==> config.mk <==
export PLATFORM = sky130hd
export DESIGN_NAME = uart_rx_tx_fifo
export DESIGN_NICKNAME = d
export VERILOG_FILES = /design/src/rtl/uart_rx_tx_fifo.sv
export SDC_FILE = /design/constraint.sdc
export NUM_CORES = 1
export LEC_CHECK = 0
export CORE_UTILIZATION = 45
export DETAILED_ROUTE_END_ITERATION = 10
export GPL_ROUTABILITY_DRIVEN = 0
export PLACE_DENSITY_LB_ADDON = 0.1
export SKIP_LAST_GASP = 1
export SYNTH_ARGS = -nofsm -noshare
export SYNTH_HDL_FRONTEND = slang
export SYNTH_SLANG_ARGS = --single-unit
==> constraint.sdc <==
create_clock -name i_Clk -period 2.2 [get_ports i_Clk]
set_input_delay 0.22 -clock i_Clk [delete_from_list [all_inputs] [get_ports i_Clk]]
set_output_delay 0.22 -clock i_Clk [all_outputs]
set_load 0.01 [all_outputs]
==> src/rtl/uart_rx_tx_fifo.sv <==
// rtl/uart_rx_tx_fifo.sv - byte FIFO between UART receiver and transmitter in the loopback path
//
// Purpose: buffers received bytes in a circular FIFO and issues one transmit
// request per byte whenever the transmitter is idle. This prevents bytes from
// being lost while the transmitter is busy.
//
// Optional feature macro: UART_FIFO_RTS_EN (adds the registered o_RTS_L flow-control output)
//
// Ports:
//   i_Clk        system clock
//   i_Rst_L      asynchronous active-low reset, synchronous release
//   i_RX_DV      one-cycle pulse: i_RX_Byte is valid
//   i_RX_Byte    received byte
//   i_TX_Active  transmitter busy flag
//   i_TX_Done    one-cycle pulse at the end of the transmitter stop bit
//   o_TX_DV      one-cycle transmit request (registered)
//   o_TX_Byte    byte to transmit, held after o_TX_DV
//   o_Count      fill level, 0..DEPTH
//   o_Empty      o_Count == 0
//   o_Full       o_Count == DEPTH
//   o_Overflow   sticky: a byte was dropped because the FIFO was full
//   o_RTS_L      (UART_FIFO_RTS_EN only) 1 = ask the sender to stop
//   o_Last_Byte  most recently accepted byte, for the display path

module uart_rx_tx_fifo #(
    parameter int DEPTH_LOG2 = 4,
    parameter int RTS_MARGIN = 4
) (
    input  logic                  i_Clk,
    input  logic                  i_Rst_L,
    input  logic                  i_RX_DV,
    input  logic [7:0]            i_RX_Byte,
    input  logic                  i_TX_Active,
    input  logic                  i_TX_Done,
    output logic                  o_TX_DV,
    output logic [7:0]            o_TX_Byte,
    output logic [DEPTH_LOG2:0]   o_Count,
    output logic                  o_Empty,
    output logic                  o_Full,
    output logic                  o_Overflow,
`ifdef UART_FIFO_RTS_EN
    output logic                  o_RTS_L,
`endif
    output logic [7:0]            o_Last_Byte
);

    localparam int DEPTH = 1 << DEPTH_LOG2;
    localparam logic [DEPTH_LOG2:0]   C_DEPTH   = {1'b1, {DEPTH_LOG2{1'b0}}};
    localparam logic [DEPTH_LOG2:0]   C_CNT_ONE = (DEPTH_LOG2 + 1)'(1);
    localparam logic [DEPTH_LOG2-1:0] C_PTR_ONE = (DEPTH_LOG2)'(1);

    // A margin larger than the FIFO makes the flow-control threshold meaningless.
    if (RTS_MARGIN < 0 || RTS_MARGIN > DEPTH) begin : g_bad_margin
        $error("RTS_MARGIN must lie in 0..DEPTH");
    end

    typedef enum logic [1:0] {
        IDLE = 2'd0,
        BUSY = 2'd1,
        GAP  = 2'd2
    } state_t;

    state_t                r_state;
    state_t                w_state_nxt;
    logic                  w_pop;
    logic                  w_push;

    logic [7:0]            r_mem [0:DEPTH-1];
    logic [DEPTH_LOG2-1:0] r_wr_ptr;
    logic [DEPTH_LOG2-1:0] r_rd_ptr;
    logic [DEPTH_LOG2:0]   r_count;
    logic                  r_tx_dv;
    logic [7:0]            r_tx_byte;
    logic                  r_overflow;
    logic [7:0]            r_last_byte;

    assign o_Empty = (r_count == '0);
    assign o_Full  = (r_count == C_DEPTH);

    // A full FIFO still accepts a byte when a pop frees a slot on the same edge.
    // The read of mem[rd_ptr] sees the old contents, so the slot is reused safely.
    assign w_push = i_RX_DV && (!o_Full || w_pop);

    always_comb begin
        w_state_nxt = r_state;
        w_pop       = 1'b0;
        case (r_state)
            IDLE: begin
                if (!o_Empty && !i_TX_Active) begin
                    w_pop       = 1'b1;
                    w_state_nxt = BUSY;
                end
            end
            BUSY: begin
                if (i_TX_Done) begin
                    w_state_nxt = GAP;
                end
            end
            // One settle cycle so the transmitter's done/active flags are stable
            // before the next launch decision.
            GAP:     w_state_nxt = IDLE;
            default: w_state_nxt = IDLE;
        endcase
    end

    always_ff @(posedge i_Clk or negedge i_Rst_L) begin
        if (!i_Rst_L) begin
            r_state     <= IDLE;
            r_wr_ptr    <= '0;
            r_rd_ptr    <= '0;
            r_count     <= '0;
            r_tx_dv     <= 1'b0;
            r_tx_byte   <= 8'h00;
            r_overflow  <= 1'b0;
            r_last_byte <= 8'h00;
        end else begin
            r_state <= w_state_nxt;
            r_tx_dv <= w_pop;

            if (w_pop) begin
                r_tx_byte <= r_mem[r_rd_ptr];
                r_rd_ptr  <= r_rd_ptr + C_PTR_ONE;
            end

            if (w_push) begin
                r_wr_ptr    <= r_wr_ptr + C_PTR_ONE;
                r_last_byte <= i_RX_Byte;
            end else if (i_RX_DV) begin
                r_overflow <= 1'b1;
            end

            case ({w_push, w_pop})
                2'b10:   r_count <= r_count + C_CNT_ONE;
                2'b01:   r_count <= r_count - C_CNT_ONE;
                default: r_count <= r_count;
            endcase
        end
    end

    // Storage carries no reset; its contents are only read behind a non-zero count.
    always_ff @(posedge i_Clk) begin
        if (w_push) begin
            r_mem[r_wr_ptr] <= i_RX_Byte;
        end
    end

`ifdef UART_FIFO_RTS_EN
    localparam logic [DEPTH_LOG2:0] C_RTS_LEVEL = (DEPTH_LOG2 + 1)'(DEPTH - RTS_MARGIN);

    logic r_rts_l;

    // Decoded from the registered count, so it trails the count change by one cycle.
    always_ff @(posedge i_Clk or negedge i_Rst_L) begin
        if (!i_Rst_L) begin
            r_rts_l <= 1'b0;
        end else begin
            r_rts_l <= (r_count >= C_RTS_LEVEL);
        end
    end

    assign o_RTS_L = r_rts_l;
`endif

    assign o_TX_DV     = r_tx_dv;
    assign o_TX_Byte   = r_tx_byte;
    assign o_Count     = r_count;
    assign o_Overflow  = r_overflow;
    assign o_Last_Byte = r_last_byte;

endmodule

## After elaboration in Yosys (flattened, before gate mapping)

Memory sizes are Yosys's and may differ from the RTL's. A register that Yosys moved wholly into a read port is not among the register bits.
Cells that the tools add are included.

| storage, ports and cells | value |
|---|---|
| flip-flop bits (word level) | 25 |
| RAM bits | 128 |
| bits of input ports | 13 |
| logic and storage cells | 39 |
| memories kept | 1 |

| operators by class | value |
|---|---|
| add/subtract/negate cells | 4 |
| equality and inequality tests | 6 |
| muxes and demuxes | 8 |
| bitwise logic cells | 1 |
| reduce and logical (&&, ||, !) cells | 12 |

Memories:

| name | words | width | rd ports | clocked after Yosys merged registers in | wr ports | line | source |
|---|---|---|---|---|---|---|---|
| r_mem | 16 | 8 | 1 | 1 | 1 | 68 | `logic [7:0] r_mem [0:DEPTH-1];` |

Operators by type and width:

| cell | count |
|---|---|
| $pmux 5 s2 | 1 |
| $add 4x1->4 const B | 2 |
| $add 5x1->5 const B | 1 |
| $eq 5x5->1 const B | 1 |
| $logic_not 5->1 | 1 |
| $sub 5x1->5 const B | 1 |
| $eq 2x1->1 const B | 2 |
| $logic_not 1->1 | 4 |
| $mux 1 | 4 |
| $mux 2 | 2 |
| $ne 2x2->1 const B | 2 |
| $pmux 2 s2 | 1 |
| $reduce_and 2->1 | 2 |
| $eq 2x2->1 const B | 1 |
| $logic_and 1x1->1 | 2 |
| $logic_not 2->1 | 1 |
| $reduce_bool 2->1 | 1 |
| $logic_or 1x1->1 | 1 |
| $not 1->1 | 1 |

## Depth between registers and ports, before layout

Gate-level depths: netlist of the first run.

| logic depth | value |
|---|---|
| word-level depth | 9 |
| mapped depth | 8 |

## Worst setup path before layout of the first run

Ideal clock, no wire load.

| timing | value |
|---|---|
| path type | register to register |
| start | reg r_state[1] |
| end | reg r_count[4] (netlist: o_Count[4]) |
| arrival time | 2280 ps |
| required time | 2062 ps |
| setup slack | -218 ps |
| cell stages (with the launch flop) | 9 |
| path through | dfrtp_1 or3_1 buf_2 a211oi_2 ha_1 a21o_1 a2111o_1 o211ai_1 o211ai_1 |

| on the way | value |
|---|---|
| word-level cells in the longest chain between the ends | 6 |

RTL lines:

| item | line | source |
|---|---|---|
| from (decl) | 63 | `state_t r_state;` |
| from (signal assigned) | 117 | `r_state <= w_state_nxt;` |
| $logic_not 2->1 (*) | 87 | `case (r_state)` |
| $mux 1 (*) | 87 |  |
| $logic_or 1x1->1 | 82 | `assign w_push = i_RX_DV && (!o_Full \|\| w_pop);` |
| $logic_and 1x1->1 | 82 |  |
| $eq 2x1->1 / $eq 2x2->1 (equally long branches) | 132 | `case ({w_push, w_pop})` |
| $pmux 5 s2 / $reduce_bool 2->1 (equally long branches) | n/a |  |
| to (signal assigned) | 133 | `2'b10: r_count <= r_count + C_CNT_ONE;` |
| to (signal assigned) | 134 | `2'b01: r_count <= r_count - C_CNT_ONE;` |
| to (signal assigned) | 135 | `default: r_count <= r_count;` |
| to (decl) | 71 | `logic [DEPTH_LOG2:0] r_count;` |

Every way passes the cells marked *; elsewhere a longest branch is shown, timed or not.
A chain may end at the register's enable or synchronous reset.

## Final worst setup path of the first run

| timing | value |
|---|---|
| start | reg r_count[3] (netlist: o_Count[3]) |
| end | reg r_count[4] (netlist: o_Count[4]) |

| on the way | value |
|---|---|
| word-level cells in the longest chain between the ends | 9 |

RTL lines:

| item | line | source |
|---|---|---|
| $logic_not 5->1 | 77 | `assign o_Empty = (r_count == '0);` |
| $logic_not 1->1 | 89 | `if (!o_Empty && !i_TX_Active) begin` |
| $logic_and 1x1->1 | 89 |  |
| $mux 1 | 89 |  |
| $mux 1 | 87 |  |
| $logic_or 1x1->1 | 82 |  |
| $logic_and 1x1->1 | 82 |  |
| $eq 2x1->1 / $eq 2x2->1 (equally long branches) | 132 |  |
| $pmux 5 s2 / $reduce_bool 2->1 (equally long branches) | n/a |  |

Parallel ways exist; a longest one is shown, timed or not.

==> flow_summary_export.csv, run 1 <==
group,metric,value,unit
run_status,status,"complete, but fails checks",
run_status,failed_checks,"negative setup slack",
place,numPlacedInstances,589,
grt,grt_remaining_overflow,0,
synth,synth_cells,347,
timing,rsz0062_at_grt,"true",
cells_and_area,fill_cells,1067,
timing,final_max_slew_viol_count,0,
grt,grt_max_degree,34,
synth,yosysWarnings,0,
timing,fin_worst_skew,0.0101,ns
cells_and_area,stdcell_count,630,
setup_path,cpMostUsedCell,"o211ai_1",
timing,finalCriticalPeriod,2.36,ns
power,p_per_area,1290,nW/um^2
clock_network,clk-insertion-delay-late,0.42,ns
grt,grt_pass1_vias,3497,
setup_path,critPathKind,"flop to flop",
synth,synth.avg_cell_area,18.9,sq um
cells_and_area,finalInstanceArea,8120,sq um
power,intPower,0.00737,W
drt,vias_per_cell,5.40,
place,post-place-ws,-0.365,ns
clock_network,clockBufferDepth,2,
timing,setup_tns,-0.180,ns
place,port_buffers,37,
clock_network,numCtsBuffers,17,
synth,syn-cell-area,6570,sq um
timing,fmax,423,MHz
power,power_frac_clock,27.1,%
drt,wire_per_inst,20.8,um
power,sequentialPowerShare,39.6,%
synth,synth_cell_type_count,40,
clock_network,cts_sinks,161,
place,placed_area,7400,sq um
cells_and_area,syn_to_final_growth,23.6,%
drt,routed_wl,13100,um
power,p_switching,0.00309,W
clock_network,cts-root-buf,"clkbuf_16",
timing,setup_ws,-0.163,ns
drt,via_count,3401,
power,irDropWorstVdd,0.000684,V
setup_path,slowest_stage,"dfrtp_1",
place,dpl.hpwl,8430,um
synth,syn-num-nets,369,
clock_network,htreeDepth,4,
timing,fin_crit_sh,107,%
setup_path,start_kind,"flop",
cells_and_area,final_nets,459,
setup_path,crit_path_max_incr_delay,0.40,ns
cells_and_area,diodes,0,
setup_path,endpoint_kind,"flop",
drt,drc,0,
setup_path,worstPathArrival,2.64,ns
setup_path,r2r_cells,9,
floorplan,core-area,14000,sq um
clock_network,cts_tree,"done",
setup_path,crit_chain,"nor4_4 -> buf_4 -> a211oi_4 -> buf_6 -> fa_2 -> a21o_1 -> a2111o_1 -> o211ai_1 -> o211ai_1",
clock_network,cts.reportedPaths.clkPinSlew,0.06,ns
grt,antenna_found_initial,0,
floorplan,design.die.area,15100,sq um
timing,tightest_slew,0.816,ns
drt,drt_pass1_iterations,5,
timing,setup_viol,3,
power,combPwrFrac,33.4,%
cells_and_area,multi_input_area,1810,sq um
power,switching_share,29.6,%
floorplan,die_w,123,um
cells_and_area,drive_gt1_share,29.6,%
floorplan,die_y,123,um
cells_and_area,seqCellArea,4670,sq um
timing,relSlewSlack,45.6,%
grt,grt_util_all_layers,19.5,%
drt,drt_iter0_markers,254,
cells_and_area,final_common_cell,"edfxtp_1",
job,maxCapViolCount,0,
floorplan,initial_utilization,46.8,%
floorplan,rows,43,
setup_path,cp.required,2.48,ns
worst_hold_path,whs_path_depth,3,
grt,grt_pass1_wl,20300,um
worst_hold_path,hold_class,"primary input to flop",
synth,ys_ff_latch,161,
floorplan,io_pins,38,
setup_path,critPathMaxFanout,2,
timing,hold_viol,0,
drt,antenna_left,0,
cells_and_area,final_cell_mix,"edfxtp_1, buf_4, clkdlybuf4s50_1",
power,p_leak,2.97,nW
timing,whs,0.381,ns
synth,yosysSeqAreaShare,71.1,%
-- routing by layer --
layer	track usage (%)	part of all wire [%]	vias up	routed length (um)
li1	-	-	1557	-
met1	26.6	46	1769	5990
met2	30.5	50	71	6570
met3	4.65	3.6	4	475
met4	6.94	0.56	0	73
met5	0	0	-	0
-- final timing paths --
check                                        from                        to  slack [ns]
setup / recovery           o_Count[3]$_DFFE_PN0P_    o_Count[4]$_DFFE_PN0P_       -0.16
hold reg to reg            o_Overflow$_DFFE_PN0P_    o_Overflow$_DFFE_PN0P_        0.45
min in group asynchronous                 i_Rst_L  o_TX_Byte[0]$_DFFE_PN0P_        0.44
max in group asynchronous                 i_Rst_L   r_rd_ptr[0]$_DFFE_PN0P_        1.20
hold / removal                          i_TX_Done    r_state[1]$_DFFE_PN0P_        0.38
setup reg to reg           o_Count[3]$_DFFE_PN0P_    o_Count[4]$_DFFE_PN0P_       -0.16
-- flip-flops by register name (all words and copies together) (netlist names) --
register / count
o_TX_DV: 1
o_TX_Byte: 8
r_mem: 128
r_rd_ptr: 4
r_state: 2
r_wr_ptr: 4
o_Count: 5
o_Last_Byte: 8
o_Overflow: 1
-- cell type report --
type / instances / area share [%]
Inverter: 7 / 0.323
Multi-Input combinational cell: 159 / 22.3
Sequential cell: 161 / 57.5
Clock inverter: 11 / 1.39
Tap cell: 180 / 2.77
Clock buffer: 21 / 5.67
Timing Repair Buffer: 91 / 10.0
-- logic make-up (layout without fill, tap and decap cells) --
| group | count (synthesis) | in the layout | share of synthesized area [%] |
|---|---|---|---|
| and+or+nand+nor | 51 | 51 | 3.96 |
| muxes | 52 | 52 | 14.7 |
| DFF | 161 | 161 | 71.1 |
| xor gates and xnor gates | 9 | 9 | 1.20 |
| AOI/OAI and AO/OA | 38 | 38 | 4.57 |
| adders and majority gates | 9 | 9 | 1.83 |
| buffers and inverters | 27 | 130 | 2.65 |
-- stage by stage --
step	total power, W	utilization (%)
final	0.0105	57.8
after global routing	0.0110	57.8
after CTS	0.0105	57.5
after detailed placement	0.00758	52.7
after global placement	0.00752	52.7
after floorplan	0.00630	-
-- cells in the mapped netlist, drive strengths merged --
cell type | number | area [sq um]
mux2i | 9 | 90.1
or4 | 1 | 7.51
nor2b | 8 | 50.1
xor2 | 1 | 8.76
dfrtp | 33 | 826
a22o | 8 | 70.1
a21o | 3 | 22.5
mux2 | 11 | 124
nor4 | 1 | 21.3
mux4 | 32 | 754
inv | 7 | 26.3
o211ai | 2 | 15.0
a31oi | 2 | 33.8
o21ai | 3 | 15.0
or3 | 2 | 12.5
a21oi | 10 | 50.1
a211oi | 1 | 12.5
buf | 16 | 133
clkbuf | 4 | 15.0
nand2 | 13 | 51.3
xnor2 | 8 | 70.1
edfxtp | 128 | 3840
ha | 8 | 100
nor2 | 15 | 56.3
a2111o | 1 | 11.3
nor3 | 6 | 30.0
nand2b | 3 | 18.8
fa | 1 | 20.0
nand4 | 2 | 12.5
a211o | 8 | 70.1
-- worst max-delay path, delay by kind of cell, from the launching register on --
kind | cells | cell delay [ns]
AND/OR/NAND/NOR | 1 | 0.34
buffers and inverters | 2 | 0.30
AO/OA/AOI/OAI | 5 | 0.85
adder cells (fa/ha/maj) | 1 | 0.34
flip-flops | 1 | 0.40
-- power groups by stage --
| stage | combinational, W | sequential [W] | clock [W] |
|---|---|---|---|
| 2_1_floorplan | 0.00218 | 0.00412 | 0 |
| 3_3_place_gp | 0.00335 | 0.00417 | 0 |
| 3_5_place_dp | 0.00339 | 0.00419 | 0 |
| 4_1_cts | 0.00350 | 0.00414 | 0.00289 |
| 5_1_grt | 0.00380 | 0.00420 | 0.00302 |
| 6_report | 0.00349 | 0.00414 | 0.00283 |
-- timing repair --
item,4_1_cts,5_1_grt
endpoints found under the hold margin,33,0
buffers inserted,7,1
pin swaps,10,8
hold buffers,1,0
resized for setup,9,10
setup endpoints to repair,4,75
(Power assumes the default switching activity.)
==> inputs of run 2 (changes only) <==
- CTS_BUF_LIST: default -> sky130_fd_sc_hd__clkbuf_8
==> run 2 against run 1 <==
Against the previous run:
- the flow still finishes with violations (negative setup slack)
- register-to-register slack got worse by 0.05 ns
- combinational power increased by 1%
- power decreased by 6.9%
- wire length increased by 0.16%
- clock skew decreased by 0.00085 ns
- cell count unchanged
- die area unchanged
- maximum frequency decreased by 2.0%
- core utilization decreased by 1.4 points
- first-iteration DRC count decreased by 24%
- via count increased by 0.15%
- clock power decreased by 27%
- largest power group unchanged
- highest routed layer unchanged
==> flow_summary_export.csv, run 2 (same netlist as run 1, synthesis figures left out) <==
group,metric,value,unit
clock_network,cts_tree,"done",
clock_network,clockBufferDepth,2,
setup_path,crit_path_max_incr_delay,0.41,ns
timing,rsz0062_at_grt,"true",
place,numPlacedInstances,589,
setup_path,worstPathArrival,2.73,ns
cells_and_area,diodes,0,
setup_path,endpoint_kind,"flop",
run_status,status,"complete, but fails checks",
place,dpl.hpwl,8430,um
timing,setup_ws,-0.211,ns
clock_network,clk-insertion-delay-late,0.44,ns
floorplan,die_y,123,um
timing,finalCriticalPeriod,2.41,ns
timing,setup_viol,3,
cells_and_area,syn_to_final_growth,20.5,%
floorplan,initial_utilization,46.8,%
clock_network,htreeDepth,4,
timing,hold_viol,0,
grt,use_met2,30.0,%
cells_and_area,final_cell_mix,"edfxtp_1, buf_4, clkdlybuf4s50_1",
timing,relSlewSlack,46.6,%
clock_network,cts-root-buf,"clkbuf_8",
grt,grt_max_degree,34,
cells_and_area,final_nets,459,
place,placed_area,7400,sq um
drt,via_count,3406,
drt,vias_per_cell,5.41,
drt,drc,0,
floorplan,die_w,123,um
grt,grt_busiest_layer,"met2",
setup_path,critPathKind,"flop to flop",
setup_path,crit_chain,"nor4_4 -> buf_4 -> a211oi_4 -> buf_6 -> fa_2 -> a21o_1 -> a2111o_1 -> o211ai_1 -> o211ai_1",
setup_path,slowest_stage,"dfrtp_1",
place,port_buffers,37,
setup_path,start_kind,"flop",
clock_network,cts_sinks,161,
cells_and_area,largest-register,"r_mem",
floorplan,rows,43,
setup_path,cp_top_family,"compound AO/OA/AOI/OAI gates",
drt,drt_iter0_markers,192,
floorplan,io_pins,38,
run_status,failed_checks,"negative setup slack",
drt,drt_pass1_iterations,4,
clock_network,cts.reportedPaths.clkPinSlew,0.08,ns
grt,grt_util_all_layers,19.2,%
drt,routed_wl,13100,um
timing,setup_tns,-0.433,ns
power,p_per_area,1230,nW/um^2
grt,grt_pass1_wl,20000,um
drt,antenna_left,0,
grt,grt_pass1_vias,3425,
timing,fmax,415,MHz
clock_network,numCtsBuffers,17,
power,irDropWorstVdd,0.000470,V
job,maxCapViolCount,0,
timing,fin_worst_skew,0.00921,ns
grt,grt_remaining_overflow,0,
timing,tightest_slew,0.801,ns
floorplan,design.die.area,15100,sq um
timing,final_max_slew_viol_count,0,
setup_path,cp.required,2.52,ns
timing,whs,0.348,ns
cells_and_area,fill_cells,1095,
cells_and_area,largest_reg_flops,128,
cells_and_area,stdcell_count,630,
setup_path,critPathMaxFanout,3,
setup_path,cp_num_buf_inv,2,
power,p_leak,2.89,nW
grt,grt_util_met1,26.2,%
grt,met3_usage,4.79,%
drt,wire_per_inst,20.8,um
cells_and_area,final_common_cell,"edfxtp_1",
grt,antenna_found_initial,0,
setup_path,cpMostUsedCell,"o211ai_1",
cells_and_area,finalInstanceArea,7920,sq um
timing,fin_crit_sh,110,%
cells_and_area,drive_gt1_share,29.1,%
floorplan,core-area,14000,sq um
worst_hold_path,hold_class,"primary input to flop",
[run 2: area by class of cell]
cell class / count / area, sq um / area share [%]
clock buffers: 19 / 262 / 3.30
clock inverters: 13 / 120 / 1.52
inverters: 7 / 26.3 / 0.332
multi-input cells: 159 / 1800 / 22.8
flip-flops and latches: 161 / 4670 / 59.0
well taps: 180 / 225 / 2.84
repair buffers: 91 / 812 / 10.3
[run 2: final timing paths]
check	start	endpoint	slack, ns	cells past startpoint
max	o_Count[3]$_DFFE_PN0P_	o_Count[4]$_DFFE_PN0P_	-0.21	9
min	i_TX_Done	r_state[1]$_DFFE_PN0P_	0.35	3
max reg2reg	o_Count[3]$_DFFE_PN0P_	o_Count[4]$_DFFE_PN0P_	-0.21	9
min reg2reg	o_Overflow$_DFFE_PN0P_	o_Overflow$_DFFE_PN0P_	0.46	1
max in group asynchronous	i_Rst_L	r_rd_ptr[0]$_DFFE_PN0P_	1.25	2
min in group asynchronous	i_Rst_L	o_TX_Byte[0]$_DFFE_PN0P_	0.40	2
[run 2: tightest hold or removal path, delay by kind of cell]
| family | cells | cell delay [ns] |
|---|---|---|
| buffers and inverters | 2 | 0.50 |
| AND/OR/NAND/NOR | 1 | 0.04 |
[run 2: timing repair]
action / 4_1_cts / 5_1_grt
endpoints found under the hold margin: 33 / 0
hold buffers: 1 / 0
setup endpoints to repair: 4 / 5
gates resized for setup: 5 / 10
pin swaps: 6 / 4
buffers inserted: 3 / 5
[run 2: power breakdown]
| part | switching (W) | leakage [nW] | internal [W] |
|---|---|---|---|
| clock network | 0.00102 | 0.201 | 0.00105 |
| registers | 0.000345 | 1.55 | 0.00378 |
| logic | 0.00164 | 1.14 | 0.00190 |
| total | 0.00301 | 2.89 | 0.00673 |
[run 2: metrics by stage]
step	utilization (%)	total power (W)	setup WS (ns)
floorplan	-	0.00630	-0.185
global placement	52.7	0.00752	-0.314
detailed placement	52.7	0.00758	-0.365
CTS	55.8	0.00969	-0.181
global route	56.4	0.0103	-0.274
finish	56.4	0.00974	-0.211
[run 2: layer usage]
| layer | vias to the layer above | part of all wire [%] |
|---|---|---|
| li1 | 1550 | - |
| met1 | 1754 | 45 |
| met2 | 87 | 49 |
| met3 | 15 | 4.2 |
| met4 | 0 | 1.2 |
| met5 | - | 0 |
